**src/rtl/hilo_div_unit.sv**
```systemverilog
// Iterative 32-step restoring divider feeding the HI/LO write port (HI=remainder, LO=quotient).
// Optional macro HILO_DIV_ZERO_FAST_EN: a zero divisor skips CALC and goes straight to FIX.
module hilo_div_unit #(
  parameter int WIDTH = 32,
  parameter int CNT_W = 6
) (
  input  logic             cpu_clk_75M,
  input  logic             cpu_rst_n,
  input  logic             start,
  input  logic             signed_op,
  input  logic             annul,
  input  logic [WIDTH-1:0] dividend,
  input  logic [WIDTH-1:0] divisor,
  output logic             busy,
  output logic             done,
  output logic             hilo_we,
  output logic [WIDTH-1:0] hi_o,
  output logic [WIDTH-1:0] lo_o
);

  localparam logic [1:0] S_IDLE = 2'd0;
  localparam logic [1:0] S_CALC = 2'd1;
  localparam logic [1:0] S_FIX  = 2'd2;
  localparam logic [1:0] S_DONE = 2'd3;

  logic [1:0]              state;
  logic [CNT_W-1:0]        cnt;
  logic [WIDTH-1:0]        rem;
  logic [WIDTH-1:0]        quo;
  logic [WIDTH-1:0]        bmag;
  logic                    qneg;
  logic                    rneg;
  logic [WIDTH:0]          shifted;
  logic signed [WIDTH+1:0] trial;
  logic                    borrow;

  function automatic logic [WIDTH-1:0] abs_val(input logic signed [WIDTH-1:0] v,
                                               input logic is_signed);
    logic [WIDTH-1:0] r;
    r = (is_signed && v[WIDTH-1]) ? -v : v;
    return r;
  endfunction

  function automatic logic [WIDTH-1:0] cond_neg(input logic [WIDTH-1:0] v, input logic neg);
    return neg ? -v : v;
  endfunction

  // One restoring step: the shifted remainder never exceeds 33 bits, so a
  // 34-bit signed subtract gives a clean borrow in its sign.
  assign shifted = {rem, quo[WIDTH-1]};
  assign trial   = $signed({1'b0, shifted}) - $signed({2'b00, bmag});
  assign borrow  = (trial < 0);

  assign busy = (state != S_IDLE);

  always_ff @(posedge cpu_clk_75M or negedge cpu_rst_n) begin
    if (!cpu_rst_n) begin
      state   <= S_IDLE;
      cnt     <= '0;
      rem     <= '0;
      quo     <= '0;
      bmag    <= '0;
      qneg    <= 1'b0;
      rneg    <= 1'b0;
      done    <= 1'b0;
      hilo_we <= 1'b0;
      hi_o    <= '0;
      lo_o    <= '0;
    end else begin
      done    <= 1'b0;
      hilo_we <= 1'b0;
      if (annul && state != S_IDLE) begin
        state <= S_IDLE;
      end else begin
        case (state)
          S_IDLE: begin
            if (start && !annul) begin
              quo   <= abs_val($signed(dividend), signed_op);
              bmag  <= abs_val($signed(divisor), signed_op);
              qneg  <= signed_op & (dividend[WIDTH-1] ^ divisor[WIDTH-1]);
              rneg  <= signed_op & dividend[WIDTH-1];
              rem   <= '0;
              cnt   <= '0;
              state <= S_CALC;
`ifdef HILO_DIV_ZERO_FAST_EN
              // Zero divisor: preload the final magnitudes unsigned so FIX passes them raw.
              if (divisor == '0) begin
                quo   <= '1;
                rem   <= dividend;
                qneg  <= 1'b0;
                rneg  <= 1'b0;
                state <= S_FIX;
              end
`endif
            end
          end
          S_CALC: begin
            quo <= {quo[WIDTH-2:0], ~borrow};
            rem <= borrow ? shifted[WIDTH-1:0] : trial[WIDTH-1:0];
            cnt <= cnt + CNT_W'(1);
            if (cnt == CNT_W'(WIDTH - 1)) state <= S_FIX;
          end
          S_FIX: begin
            lo_o    <= cond_neg(quo, qneg);
            hi_o    <= cond_neg(rem, rneg);
            done    <= 1'b1;
            hilo_we <= 1'b1;
            state   <= S_DONE;
          end
          default: state <= S_IDLE;
        endcase
      end
    end
  end

endmodule

```
**config.mk**
```make
export PLATFORM = sky130hd
export DESIGN_NAME = hilo_div_unit
export DESIGN_NICKNAME = d
export VERILOG_FILES = /design/src/rtl/hilo_div_unit.sv
export SDC_FILE = /design/constraint.sdc
export NUM_CORES = 1
export LEC_CHECK = 0
export BUFFER_PORTS_ARGS = -buffer_cell sky130_fd_sc_hd__buf_4
export CORE_MARGIN = 2
export CORE_UTILIZATION = 35
export DETAILED_ROUTE_END_ITERATION = 10
export GPL_TIMING_DRIVEN = 0
export PLACE_DENSITY_LB_ADDON = 0.08
export SLEW_MARGIN = 30
export SYNTH_ARGS = -nofsm -noshare
export SYNTH_HDL_FRONTEND = slang
export SYNTH_SLANG_ARGS = --single-unit
```
**constraint.sdc**
```tcl
create_clock -name cpu_clk_75M -period 3.44 [get_ports cpu_clk_75M]
set_clock_uncertainty 0.05 [all_clocks]
set_input_delay 1.032 -clock cpu_clk_75M [delete_from_list [all_inputs] [get_ports cpu_clk_75M]]
set_output_delay 1.032 -clock cpu_clk_75M [all_outputs]
set_load 0.005 [all_outputs]
```
### Word-level counts from Yosys, hierarchy flattened

Cells that the tools add are included.

* $add $sub $neg: 6
* magnitude comparators: 1
* eq/ne operators: 6
* reductions and logical operators: 12
* muxes and demuxes: 17
* bitwise logic cells: 5

Operators with widths (count)
* 32-bit 2-to-1 mux: 7
* 32-bit negator: 4
* 32-bit one-hot mux with 2 select lines: 2
* 34-bit by 1-bit less-than comparator with 1-bit output (second input constant): 1
* 33-bit by 32-bit subtractor with 34-bit output: 1
* 6-bit one-hot mux with 2 select lines: 1
* 6-bit by 1-bit adder with 6-bit output (second input constant): 1
* 6-bit by 5-bit equality test with 1-bit output (second input constant): 1
* 2-bit 2-to-1 mux: 3
* 6-bit 2-to-1 mux: 1
* 3-bit != test (second input constant): 2
* 2-bit one-hot mux with 3 select lines: 1
* 3-bit AND reduction: 2
* 1-bit logical AND: 4
* 2-bit AND reduction: 2
* 2-bit nonzero test: 2
* 1-bit AND: 2
* 2-bit by 1-bit equality test with 1-bit output (second input constant): 1
* 2-bit equality test (second input constant): 1
* 2-bit logical NOT: 1
* 1-bit 2-to-1 mux: 2
* 2-bit != test (second input constant): 1
* 1-bit NOT: 2
* 1-bit logical NOT: 1
* 1-bit bitwise XOR: 1

* word-level logic and storage cells: 57
* output and inout bits: 67
* input port bits: 69
* bits in registers: 171

### Logic depth before layout (Yosys ltp)

* depth in word-level cells: 5
* mapped depth: 12
* mapped depth without buffers: 12

### Least setup slack after synthesis

Ideal clock, no wire load.

* path type: input-to-reg
* start point: input port divisor[10]
* end point: register bmag[29]
* path buffers: 0
* cell stages on the path: 8
* library setup time: 0.135 ns
* setup slack: -0.023 ns
* data required time: 3.255 ns
* arrival: 3.277 ns
* cell sequence: or4_4 or3_4 nor4b_4 nand3_1 or4_1 o41ai_2 xor2_1 o21ai_0

* cells in the longest elaborated chain, start to end: 2

Ends and longest elaborated chain
* start: declaration: RTL line 13 `input logic [WIDTH-1:0] divisor,`
* 32-bit negator: RTL line 40 `r = (is_signed && v[WIDTH-1]) ? -v : v;`
* 32-bit 2-to-1 mux: RTL line 40
* end signal: assignment: RTL line 79 `bmag <= abs_val($signed(divisor), signed_op);`
* end: declaration: RTL line 30 `logic [WIDTH-1:0] bmag;`

No other way between the ends.
A chain may end at the register's enable or synchronous reset.

### Final worst setup path

Ends and elaborated chain as after synthesis.

==> results.md <==
- Outcome: complete, no violations
- Clock power frac: 16.0%
- Critical path buffers and inverters: 1
- Crit share post-route: 97.8%
- Core Region: 31600 um^2
- Die area: 33500 um^2
- CTS H-tree lvls: 4
- Worst Hold Class: input pin to asynchronous set/reset pin
- Setup violators final: 0
- Total wire length: 34300 um
- Layout cell share with drive strength beyond 1: 14.4%
- Worst-path clk slew: 0.07 ns
- Post-Syn Nets: 1449
- Critical Path Sink Type: flip-flop
- Int Pwr: 6.80 mW
- Total power: 12.5 mW
- DR pass1 iterations: 5
- Final Wtd Congestion: 0.899
- Ranking of synthesized cells by area: dfrtp_1 (38%), o21ai_0 (9.1%), xor2_1 (7.6%)
- GRT Residual Overflow: 0
- Pleak: 6.10 nW
- WL/cell: 17.9 um
- Main combinational cell family by area after synthesis: compound AO/OA/AOI/OAI gates
- Clock Tree Root: clkbuf_16
- Post-synthesis mux area share: 1.97%
- Placed inst area: 12800 um^2
- Adder and majority cell fraction of the synthesized area: 4.64%
- Total Routing Usage GR: 20.7%
- Setup CP Type: input pin to flip-flop
- Sequential fraction of the synthesis area: 38.1%
- Simple-gate portion of the synthesized area: 17.3%
- Post-synthesis cell type count: 63
- Share of the synthesized area in the top cell type: 38.1%
- WP data required: 3.70 ns
- Largest net degree at the start of global routing: 66
- IO Port Bufs: 135
- Layout area overhead: 20.7%
- Cell count after synthesis: 1339
- Worst path top cell family by delay: simple AND/OR/NAND/NOR gates
- CP max stage delay: 0.54 ns
- Critical Path Fanout Max: 5
- Max-slew violations: 0
- Setup crit start kind: input pin
- Die Ht: 183 um
- Seq cells post-synth: 171
- Worst slew pin tran: 0.824 ns
- FFs w/ async S/R, synth: 100%
- Synth warn: 0
- Sink Count: 171
- Post-route cell area: 13500 um^2
- Seq pwr share: 29.0%
- IO Pins: 136
- Antenna viol nets, final: 0
- Vias in the first global route: 9940
- Die width: 183 um
- Most frequent CP cell: or4_4
- Worst path depth: 9
- Routed vias: 10182
- Row cnt: 65
- Num CTS Buffers: 17
- Syn avg cell area: 8.38 um^2
- Gate power share: 55.1%
- Cell Chain, Critical Path: buf_6 -> or4_4 -> or3_4 -> nor4b_4 -> nand3_2 -> or4_4 -> o41ai_4 -> xor2_1 -> o21ai_1
- EDFF count, synth: 0
- Antenna violations before repair: 0
- Xor/xnor share of the synthesized area: 11.1%
- CTS tree: built
- Max Fclk: 297 MHz
- Final hold vios: 0
- Longest Clk Path Bufs: 2
- Max_cap viols: 0
- Vias per inst: 5.32
- Fin nets: 1609
- Worst slew margin: 44.4%
- First-pass GRT wire length: 54600 um
- Worst vdd ir: 0.426 mV
- Net Sw Power: 5.67 mW
- N_diodes: 0
- DR iter-0 viols: 570
- Cts hold-fix bufs: 0
- Reg2reg path depth: 7
- Pwr/cell area: 921 nW/um^2
- Synth area leader: dfrtp_1
- Netlist Area Pre-Place: 11200 um^2
- Initial Util: 35.6%
- Top FF cell, synth: dfrtp_1
- Critical path's slowest cell: or4_4
- Sw Share: 45.5%
- Remaining DRCs: 0
- Critical Path AT: 3.62 ns
- Synth Area in Compound Gates: 22.6%
- Hpwl dp: 26700 um
- Insertion delay to the later sink of the worst-skew pair: 0.44 ns
- Fin crit period: 3.36 ns
routing by layer:
layer	track usage [%]	part of all wire [%]	up-vias	routed length, um
met1	27.2	45	4854	15500
met3	2.48	3.8	28	1300
li1	-	-	5070	-
met2	36.2	50	230	17000
met5	0	0	-	0
met4	5.25	1.4	0	491
sequential cells by signal, summed over array words and instances, names as in the netlist:
| name | cells |
|---|---|
| bmag | 32 |
| hi_o | 32 |
| lo_o | 32 |
| quo | 32 |
| rem | 32 |
| cnt | 6 |
| state | 2 |
| hilo_we | 1 |
| qneg | 1 |
| rneg | 1 |
per-stage QoR:
step	utilization [%]	TNS [ns]	hold WS [ns]	instances	setup slack, ns
floorplan	-	-0.0226	0.400	1339	-0.0226
global placement	40.4	-7.96	0.413	1876	-0.631
CTS	42.5	0	0.436	1910	0.00160
finish	42.9	0	0.428	1914	0.0761
detailed placement	40.6	-8.12	0.421	1878	-0.620
global route	42.9	-0.00625	0.457	1914	-0.00625
placed cells by master, fill, tap and decap left out, drive strengths merged, types with 5 or more instances in the layout:
master / netlist / layout
a21o: 14 / 14
xnor2: 44 / 44
o221ai: 6 / 6
a31oi: 5 / 5
nand2: 222 / 222
o41ai: 18 / 18
nand3: 15 / 15
ha: 40 / 40
a32oi: 10 / 10
inv: 56 / 58
a211oi: 11 / 11
and3: 10 / 10
o31ai: 32 / 32
buf: 10 / 150
or2: 8 / 8
a21oi: 83 / 83
nor2b: 7 / 7
nor2: 60 / 60
o21bai: 5 / 5
dfrtp: 171 / 171
xor2: 98 / 98
nor3: 11 / 11
or4: 17 / 17
clkbuf: 57 / 78
mux2i: 21 / 21
o21ai: 212 / 212
and2: 7 / 7
nand2b: 9 / 9
nor4: 11 / 11
or3: 27 / 27
synth_stat cells (all sizes together), types with 17 or more instances:
| master | n |
|---|---|
| nor2 | 60 |
| o21ai | 212 |
| ha | 40 |
| xnor2 | 44 |
| a21oi | 83 |
| or3 | 27 |
| or4 | 17 |
| dfrtp | 171 |
| inv | 56 |
| o31ai | 32 |
| nand2 | 222 |
| clkbuf | 57 |
| o41ai | 18 |
| xor2 | 98 |
| mux2i | 21 |
power by group through the flow:
stage / clock network, mW / registers [mW] / logic [mW]
floorplan: 0 / 3.40 / 4.78
global placement: 0 / 3.63 / 6.79
detailed placement: 0 / 3.64 / 6.81
CTS: 2.03 / 3.61 / 6.85
global route: 2.12 / 3.73 / 7.72
finish: 1.99 / 3.61 / 6.87
what timing repair did:
item,CTS,global route
gates resized for setup,7,21
hold endpoints to repair,0,0
setup endpoints to repair,34,37
buffers inserted,0,4
pin swaps,0,5
path summary, 6_finish.rpt:
check,endpoint,start,slack (ns)
worst max-delay path,bmag[29],divisor[10],0.08
min in group cpu_clk_75M,bmag[12],bmag[12],0.43
max in group asynchronous,bmag[24],cpu_rst_n,2.21
worst min-delay path,lo_o[21],cpu_rst_n,0.43
worst min register to register,bmag[12],bmag[12],0.43
worst max register to register,lo_o[31],quo[9],0.18
kinds of logic (layout without fill, tap and decap cells):
logic type | count (synthesis) | count (layout)
AO/OA/AOI/OAI | 425 | 425
multiplexers | 22 | 22
AND/OR/NAND/NOR | 415 | 415
adder cells (fa/ha/maj) | 41 | 41
buffers and inverters | 123 | 296
XOR/XNOR | 142 | 142
flip-flops | 171 | 171
final cells by class:
type	instances	area (um^2)
fill	3263	18000
multi-input combinational	1045	6570
sequential	171	4280
timing repair buffer	141	1110
tap	402	503
clock buffer	20	457
buffer	67	270
inverter	56	210
clock inverter	12	139
No activity file was read; power rests on OpenSTA's default activity.
